===== config.mk =====
export PLATFORM = sky130hd
export DESIGN_NAME = ace_rd_arbiter_flat
export DESIGN_NICKNAME = d
export VERILOG_FILES = /design/src/rtl/ace_rd_arbiter_if.sv /design/src/rtl/ace_rd_arbiter.sv /design/src/flat_wrapper.sv
export SDC_FILE = /design/constraint.sdc
export NUM_CORES = 1
export LEC_CHECK = 0
export BUFFER_PORTS_ARGS = -buffer_cell sky130_fd_sc_hd__buf_2
export CAP_MARGIN = 20
export CORE_AREA = 2 2 383 385
export CTS_CLUSTER_SIZE = 12
export DETAILED_ROUTE_END_ITERATION = 10
export DIE_AREA = 0 0 385 387
export PLACE_DENSITY = 0.3
export SYNTH_ARGS = -nofsm -noshare
export SYNTH_HDL_FRONTEND = slang
export SYNTH_SLANG_ARGS = --single-unit

===== constraint.sdc =====
create_clock -name clk -period 6 [get_ports clk]
set_input_delay 0.3 -clock clk [delete_from_list [all_inputs] [get_ports clk]]
set_output_delay 0.3 -clock clk [all_outputs]
set_load 0.02 [all_outputs]

===== src/rtl/ace_rd_arbiter_if.sv =====
`timescale 1ns/1ps
// ACE read channel bundle (AR + R + RACK); the master side drives AR/RREADY/RACK.
// Payloads are packed AR {id, addr, len, size, burst, snoop, domain} and R {id, data, resp, last}.
interface ace_rd_arbiter_if #(
    parameter int ACE_XDATA_WIDTH  = 256,
    parameter int ACE_AXADDR_WIDTH = 32
);
    localparam int ACE_XID_WIDTH     = 6;
    localparam int ACE_AXLEN_WIDTH   = 8;
    localparam int ACE_AXSIZE_WIDTH  = 3;
    localparam int ACE_AXBURST_WIDTH = 2;
    localparam int ACE_ARSNOOP_WIDTH = 4;
    localparam int ACE_DOMAIN_WIDTH  = 2;
    localparam int ACE_RRESP_WIDTH   = 4;
    localparam int AR_W = ACE_XID_WIDTH + ACE_AXADDR_WIDTH + ACE_AXLEN_WIDTH + ACE_AXSIZE_WIDTH
                        + ACE_AXBURST_WIDTH + ACE_ARSNOOP_WIDTH + ACE_DOMAIN_WIDTH;
    localparam int R_W  = ACE_XID_WIDTH + ACE_XDATA_WIDTH + ACE_RRESP_WIDTH + 1;

    logic [AR_W-1:0] ar_payload;
    logic            arvalid;
    logic            arready;
    logic [R_W-1:0]  r_payload;
    logic            rvalid;
    logic            rready;
    logic            rack;

    modport master (output ar_payload, arvalid, rready, rack,
                    input  arready, r_payload, rvalid);
    modport slave  (input  ar_payload, arvalid, rready,
                    output arready, r_payload, rvalid);
endinterface


===== src/rtl/ace_rd_arbiter.sv =====
`timescale 1ns/1ps
// Two-requester ACE read arbiter (s0 = IFU, s1 = LSU) sharing one manager AR/R/RACK port.
// Define ACE_RD_ARB_FIXED_PRIO_EN to make s1 win every tie instead of round-robin.
module ace_rd_arbiter #(
    parameter int ACE_XDATA_WIDTH  = 256,
    parameter int ACE_AXADDR_WIDTH = 32,
    parameter int MAX_OUTSTANDING  = 4
) (
    input  logic clk,
    input  logic rst,
    ace_rd_arbiter_if.slave  s0,
    ace_rd_arbiter_if.slave  s1,
    ace_rd_arbiter_if.master m
);
    // Field widths must match ace_rd_arbiter_if.
    localparam int ACE_XID_WIDTH = 6;
    localparam int AR_W  = ACE_XID_WIDTH + ACE_AXADDR_WIDTH + 8 + 3 + 2 + 4 + 2;
    localparam int R_W   = ACE_XID_WIDTH + ACE_XDATA_WIDTH + 4 + 1;
    localparam int AR_LO = AR_W - ACE_XID_WIDTH;
    localparam int R_LO  = R_W - ACE_XID_WIDTH;
    localparam int CNT_W = 4;

    typedef enum logic [1:0] {IDLE, HOLD0, HOLD1} state_t;

    state_t          state_reg, state_next;
    logic [1:0]      s_arvalid;
    logic [1:0]      elig;
    logic [1:0]      ar_hs;
    logic            tie_pick;
    logic            m_arvalid_next;
    logic [AR_W-1:0] m_ar_payload_next;
    logic            s0_arready_next, s1_arready_next;
    logic [AR_W-1:0] s0_tagged, s1_tagged;
    logic            r_tag, r_done;
    logic            m_rack_reg;
    logic            unused_id_msb;

    assign s_arvalid = {s1.arvalid, s0.arvalid};
    assign ar_hs     = {(state_reg == HOLD1) && m.arready, (state_reg == HOLD0) && m.arready};

    // Source index replaces the requester's (always zero) id MSB at the LSB end.
    assign s0_tagged = {s0.ar_payload[AR_W-2 -: ACE_XID_WIDTH-1], 1'b0, s0.ar_payload[AR_LO-1:0]};
    assign s1_tagged = {s1.ar_payload[AR_W-2 -: ACE_XID_WIDTH-1], 1'b1, s1.ar_payload[AR_LO-1:0]};
    assign unused_id_msb = s0.ar_payload[AR_W-1] ^ s1.ar_payload[AR_W-1];

`ifdef ACE_RD_ARB_FIXED_PRIO_EN
    assign tie_pick = 1'b1;
`else
    logic rr_last_reg;

    always_ff @(posedge clk or negedge rst) begin
        if (!rst) begin
            rr_last_reg <= 1'b1;
        end else if (ar_hs[1]) begin
            rr_last_reg <= 1'b1;
        end else if (ar_hs[0]) begin
            rr_last_reg <= 1'b0;
        end
    end

    assign tie_pick = ~rr_last_reg;
`endif

    always_comb begin
        state_next        = state_reg;
        m_arvalid_next    = 1'b0;
        m_ar_payload_next = '0;
        s0_arready_next   = 1'b0;
        s1_arready_next   = 1'b0;
        case (state_reg)
            IDLE: begin
                if (elig == 2'b11) begin
                    state_next = tie_pick ? HOLD1 : HOLD0;
                end else if (elig[0]) begin
                    state_next = HOLD0;
                end else if (elig[1]) begin
                    state_next = HOLD1;
                end
            end
            HOLD0: begin
                m_arvalid_next    = 1'b1;
                m_ar_payload_next = s0_tagged;
                s0_arready_next   = m.arready;
                if (m.arready) begin
                    state_next = IDLE;
                end
            end
            HOLD1: begin
                m_arvalid_next    = 1'b1;
                m_ar_payload_next = s1_tagged;
                s1_arready_next   = m.arready;
                if (m.arready) begin
                    state_next = IDLE;
                end
            end
            default: state_next = IDLE;
        endcase
    end

    always_ff @(posedge clk or negedge rst) begin
        if (!rst) begin
            state_reg <= IDLE;
        end else begin
            state_reg <= state_next;
        end
    end

    assign m.arvalid    = m_arvalid_next;
    assign m.ar_payload = m_ar_payload_next;
    assign s0.arready   = s0_arready_next;
    assign s1.arready   = s1_arready_next;

    // R path is pure routing on id[0]; the original id is shifted back into place.
    assign r_tag        = m.r_payload[R_LO];
    assign s0.r_payload = {1'b0, m.r_payload[R_W-1 -: ACE_XID_WIDTH-1], m.r_payload[R_LO-1:0]};
    assign s1.r_payload = {1'b0, m.r_payload[R_W-1 -: ACE_XID_WIDTH-1], m.r_payload[R_LO-1:0]};
    assign s0.rvalid    = m.rvalid & ~r_tag;
    assign s1.rvalid    = m.rvalid & r_tag;
    assign m.rready     = r_tag ? s1.rready : s0.rready;
    assign r_done       = m.rvalid && m.rready && m.r_payload[0];

    for (genvar gi = 0; gi < 2; gi++) begin : g_cnt
        logic [CNT_W-1:0] cnt_reg, cnt_next;
        logic             inc, dec;

        assign inc      = ar_hs[gi];
        // A last beat for a requester with nothing outstanding is forwarded but not counted.
        assign dec      = r_done && (r_tag == 1'(gi)) && (cnt_reg != '0);
        assign elig[gi] = s_arvalid[gi] && (cnt_reg < CNT_W'(MAX_OUTSTANDING));

        always_comb begin
            cnt_next = cnt_reg;
            if (inc && !dec) begin
                cnt_next = cnt_reg + CNT_W'(1);
            end else if (dec && !inc) begin
                cnt_next = cnt_reg - CNT_W'(1);
            end
        end

        always_ff @(posedge clk or negedge rst) begin
            if (!rst) begin
                cnt_reg <= '0;
            end else begin
                cnt_reg <= cnt_next;
            end
        end

`ifndef SYNTHESIS
        assert property (@(posedge clk) disable iff (!rst)
            !(m.rvalid && m.rready && (r_tag == 1'(gi)) && (cnt_reg == '0)));
`endif
    end

    always_ff @(posedge clk or negedge rst) begin
        if (!rst) begin
            m_rack_reg <= 1'b0;
        end else begin
            m_rack_reg <= r_done;
        end
    end

    assign m.rack = m_rack_reg;
endmodule


===== src/flat_wrapper.sv =====
// flat-port wrapper written by rule: the top's interface ports become plain ports
module ace_rd_arbiter_flat 
#(
    parameter int ACE_XDATA_WIDTH  = 256,
    parameter int ACE_AXADDR_WIDTH = 32,
    parameter int MAX_OUTSTANDING  = 4
)
  (clk, rst, s0_ar_payload, s0_arvalid, s0_rready, s0_arready, s0_r_payload, s0_rvalid, s1_ar_payload, s1_arvalid, s1_rready, s1_arready, s1_r_payload, s1_rvalid, m_ar_payload, m_arvalid, m_rready, m_rack, m_arready, m_r_payload, m_rvalid);
  ace_rd_arbiter_if #(.ACE_XDATA_WIDTH(ACE_XDATA_WIDTH), .ACE_AXADDR_WIDTH(ACE_AXADDR_WIDTH)) s0_i ();
  ace_rd_arbiter_if #(.ACE_XDATA_WIDTH(ACE_XDATA_WIDTH), .ACE_AXADDR_WIDTH(ACE_AXADDR_WIDTH)) s1_i ();
  ace_rd_arbiter_if #(.ACE_XDATA_WIDTH(ACE_XDATA_WIDTH), .ACE_AXADDR_WIDTH(ACE_AXADDR_WIDTH)) m_i ();
  input  logic clk;
  input  logic rst;
  input wire logic [$bits(s0_i.ar_payload)-1:0] s0_ar_payload;
  input wire logic [$bits(s0_i.arvalid)-1:0] s0_arvalid;
  input wire logic [$bits(s0_i.rready)-1:0] s0_rready;
  output wire logic [$bits(s0_i.arready)-1:0] s0_arready;
  output wire logic [$bits(s0_i.r_payload)-1:0] s0_r_payload;
  output wire logic [$bits(s0_i.rvalid)-1:0] s0_rvalid;
  input wire logic [$bits(s1_i.ar_payload)-1:0] s1_ar_payload;
  input wire logic [$bits(s1_i.arvalid)-1:0] s1_arvalid;
  input wire logic [$bits(s1_i.rready)-1:0] s1_rready;
  output wire logic [$bits(s1_i.arready)-1:0] s1_arready;
  output wire logic [$bits(s1_i.r_payload)-1:0] s1_r_payload;
  output wire logic [$bits(s1_i.rvalid)-1:0] s1_rvalid;
  output wire logic [$bits(m_i.ar_payload)-1:0] m_ar_payload;
  output wire logic [$bits(m_i.arvalid)-1:0] m_arvalid;
  output wire logic [$bits(m_i.rready)-1:0] m_rready;
  output wire logic [$bits(m_i.rack)-1:0] m_rack;
  input wire logic [$bits(m_i.arready)-1:0] m_arready;
  input wire logic [$bits(m_i.r_payload)-1:0] m_r_payload;
  input wire logic [$bits(m_i.rvalid)-1:0] m_rvalid;
  assign s0_i.ar_payload = s0_ar_payload;
  assign s0_i.arvalid = s0_arvalid;
  assign s0_i.rready = s0_rready;
  assign s0_arready = s0_i.arready;
  assign s0_r_payload = s0_i.r_payload;
  assign s0_rvalid = s0_i.rvalid;
  assign s1_i.ar_payload = s1_ar_payload;
  assign s1_i.arvalid = s1_arvalid;
  assign s1_i.rready = s1_rready;
  assign s1_arready = s1_i.arready;
  assign s1_r_payload = s1_i.r_payload;
  assign s1_rvalid = s1_i.rvalid;
  assign m_ar_payload = m_i.ar_payload;
  assign m_arvalid = m_i.arvalid;
  assign m_rready = m_i.rready;
  assign m_rack = m_i.rack;
  assign m_i.arready = m_arready;
  assign m_i.r_payload = m_r_payload;
  assign m_i.rvalid = m_rvalid;
  ace_rd_arbiter #(.ACE_XDATA_WIDTH(ACE_XDATA_WIDTH), .ACE_AXADDR_WIDTH(ACE_AXADDR_WIDTH), .MAX_OUTSTANDING(MAX_OUTSTANDING)) u_core (.clk(clk), .rst(rst), .s0(s0_i), .s1(s1_i), .m(m_i));
endmodule

==> flow_summary_export.csv <==
group,metric,value,unit
logic_synthesis,synth-edff-count,0,
logic_synthesis,ys_seq_area_share,5.23,%
worst_setup_path,cp.required,6.12,ns
timing,setup_tns,0,ns
logic_synthesis,ys_types,32,
finish,layout.cells.non_filler,2312,
die,die_area,149000,sq um
finish,largest_reg_flops,8,
worst_setup_path,worstSetupStartpointType,"register",
logic_synthesis,avgSynthCellArea,7.65,sq um
timing,grt_setup_unrepaired,"false",
place,placed_area,5040,sq um
worst_setup_path,critPathTopFamily,"adder cells",
worst_setup_path,cp_cell_sequence,"inv_1 > ha_4 > and2_1 > ha_1 > inv_1 > ha_1 > or4_1 > o211ai_2 > o211ai_2",
power,cellPowerDensity,249,nW/um^2
timing,slew_headroom,25.8,%
finish,nets,796,
grt,grt_pass1_wl,59.4,mm
finish,stdcell_area,5140,sq um
worst_setup_path,cpMaxStageDelayCell,"ha_4",
finish,most-common-layout-cells,"buf_2, nor2b_1, a22oi_1",
detailed_routing,drt_iter0_drc,115,
worst_setup_path,critPathMaxFanout,57,
logic_synthesis,syn_area,5770,sq um
place,dp_cells,2306,
clocking,clockBufferDepth,2,
timing,fin_skew,0.00118,ns
timing,setup_violations,0,
timing,finalHoldViolCount,0,
finish,drive_above_1_share,51.5,%
detailed_routing,drt-pass1-iter-count,4,
clocking,path_clk_slew,0.05,ns
place,gp_congestion,0.644,
die,ioPinCount,987,
clocking,cts_tree,"built",
timing,hold_ws,0.415,ns
run,maxCapViolCount,0,
grt,grt_max_degree,58,
grt,antenna_found_initial,6,
logic_synthesis,syn_inst,754,
place,numPortBuffers,187,
timing,slew_viol_final,0,
finish,area_delta_synth_final,-10.8,%
logic_synthesis,synth-main-ff-cell,"dfrtp_1",
power,vdd_ir_drop_max,225,uV
detailed_routing,wire_per_inst,22.8,microns
timing,clock.fmax,0.316,GHz
finish,fin_util,3.55,%
grt,grt_usage,6.75,%
clocking,cts_resized,0,
die,die_h,387,microns
clocking,cts_root_buffer,"clkbuf_16",
place,dpl.hpwl,49.2,mm
timing,worst_pin_slew,1.11,ns
clocking,cts_buffers,3,
die,die_w,385,microns
worst_setup_path,end_kind,"register",
power,leakagePower,1.41,nW
detailed_routing,ant_nets,0,
detailed_routing,drc,0,
finish,final_common_cell,"buf_2",
hold_path,hold_class,"primary input to register",
logic_synthesis,async_flop_share,100,%
worst_setup_path,cp_num_buf_inv,2,
detailed_routing,drt_wl_total,52.8,mm
die,start_util,3.98,%
place,dpl_worst_slack,2.78,ns
clocking,clock_latency,0.24,ns
power,power,1.28,mW
worst_setup_path,critPathKind,"register to register",
detailed_routing,vias,3331,
run_status,outcome,"completed",
logic_synthesis,yosysWarnings,0,
logic_synthesis,ys_ff_latch,12,
die,core_area,145000,sq um
timing,period_share,52.7,%
die,fp-row-count,140,
detailed_routing,drt-vias-per-instance,1.44,
worst_setup_path,cp.arrival,3.29,ns
timing,layout_setup_ws,2.84,ns
worst_setup_path,critPathMaxStageDelay,0.67,ns
clocking,cts_sinks,12,
grt,grt_pass1_vias,3363,
grt,overflow,0,
timing,post-route-min-period,3.16,ns
clocking,cts_max_level,1,
synth_stat cells (2+ instances only):
| cell type | instances | area, sq um |
|---|---|---|
| clkbuf_1 | 10 | 37.5 |
| ha_1 | 10 | 125 |
| dfrtp_1 | 11 | 275 |
| nand3b_1 | 2 | 15.0 |
| buf_4 | 534 | 4010 |
| o32ai_1 | 2 | 17.5 |
| a22oi_1 | 56 | 420 |
| mux2_2 | 3 | 33.8 |
| or4_1 | 3 | 22.5 |
| nand2_1 | 5 | 18.8 |
| a21oi_1 | 6 | 30.0 |
| or3b_1 | 2 | 17.5 |
| nor3_1 | 2 | 10.0 |
| mux2i_1 | 2 | 20.0 |
| nor2b_1 | 58 | 363 |
| and2_1 | 3 | 18.8 |
| inv_1 | 5 | 18.8 |
| buf_2 | 10 | 50.1 |
| or3_1 | 2 | 12.5 |
| o21ai_0 | 2 | 10.0 |
| a2111o_1 | 2 | 22.5 |
| xnor2_1 | 4 | 35.0 |
| nor2_1 | 3 | 11.3 |
| nand3_1 | 5 | 25.0 |
| o211ai_2 | 4 | 50.1 |
| fa_1 | 2 | 40.0 |
what timing repair did:
action,4_1_cts,5_1_grt
endpoints found under the setup margin,0,0
endpoints found under the hold margin,11,0
buffers inserted,0,0
hold buffers,1,0
path summary, 6_finish.rpt:
kind                                     startpoint                         end  slack (ns)  cells after the start
max in group asynchronous                       rst          u_core.rr_last_reg        5.22                      2
worst max-delay path            u_core.state_reg[1]  u_core.g_cnt[0].cnt_reg[3]        2.84                      9
worst max register to register  u_core.state_reg[1]  u_core.g_cnt[0].cnt_reg[3]        2.84                      9
min in group asynchronous                       rst  u_core.g_cnt[0].cnt_reg[1]        0.49                      2
worst min register to register   u_core.rr_last_reg          u_core.rr_last_reg        0.50                      2
worst min-delay path                       m_rvalid               u_core.m.rack        0.42                      2
routing by layer:
metal	vias up	routed length, microns	share of wire (%)	GRT usage [%]
met1	1308	9100	17	3.33
met2	741	22800	43	10.2
li1	1164	-	-	-
met5	-	7	0.013	0.0650
met4	2	1970	3.7	2.35
met3	116	18900	36	11.3
where the power goes:
| group | internal [mW] | switching, mW |
|---|---|---|
| Sequential | 0.119 | 0.0458 |
| Combinational | 0.374 | 0.601 |
| Clock | 0.101 | 0.0385 |
| Total | 0.595 | 0.685 |
worst reg2reg max path, cell delays in order, from the launching register on:
cell      delay (ns)
dfrtp_1         0.42
inv_1           0.16
ha_4            0.68
and2_1          0.30
ha_1            0.27
inv_1           0.13
ha_1            0.37
or4_1           0.54
o211ai_2        0.10
o211ai_2        0.08
cell type report:
class                   instances  area, sq um
diodes                          1         2.50
clock buffers                   4         88.8
fillers                     17300       140000
inverters                       5         18.8
multi-input cells             184         1380
flip-flops and latches         12          302
well taps                    1917         2400
repair buffers                189          953
cells by family (layout without fill, tap and decap cells):
logic type,Yosys count,after routing,synth area share [%]
AOI/OAI and AO/OA,73,73,9.68
buffers and inverters,559,198,71.4
muxes,5,5,0.933
xor gates and xnor gates,4,4,0.608
DFF,12,12,5.23
other,1,3,0.0650
adders and majority gates,12,12,2.86
and+or+nand+nor,88,88,9.24
Note: power is estimated with default switching activity, not from simulation.
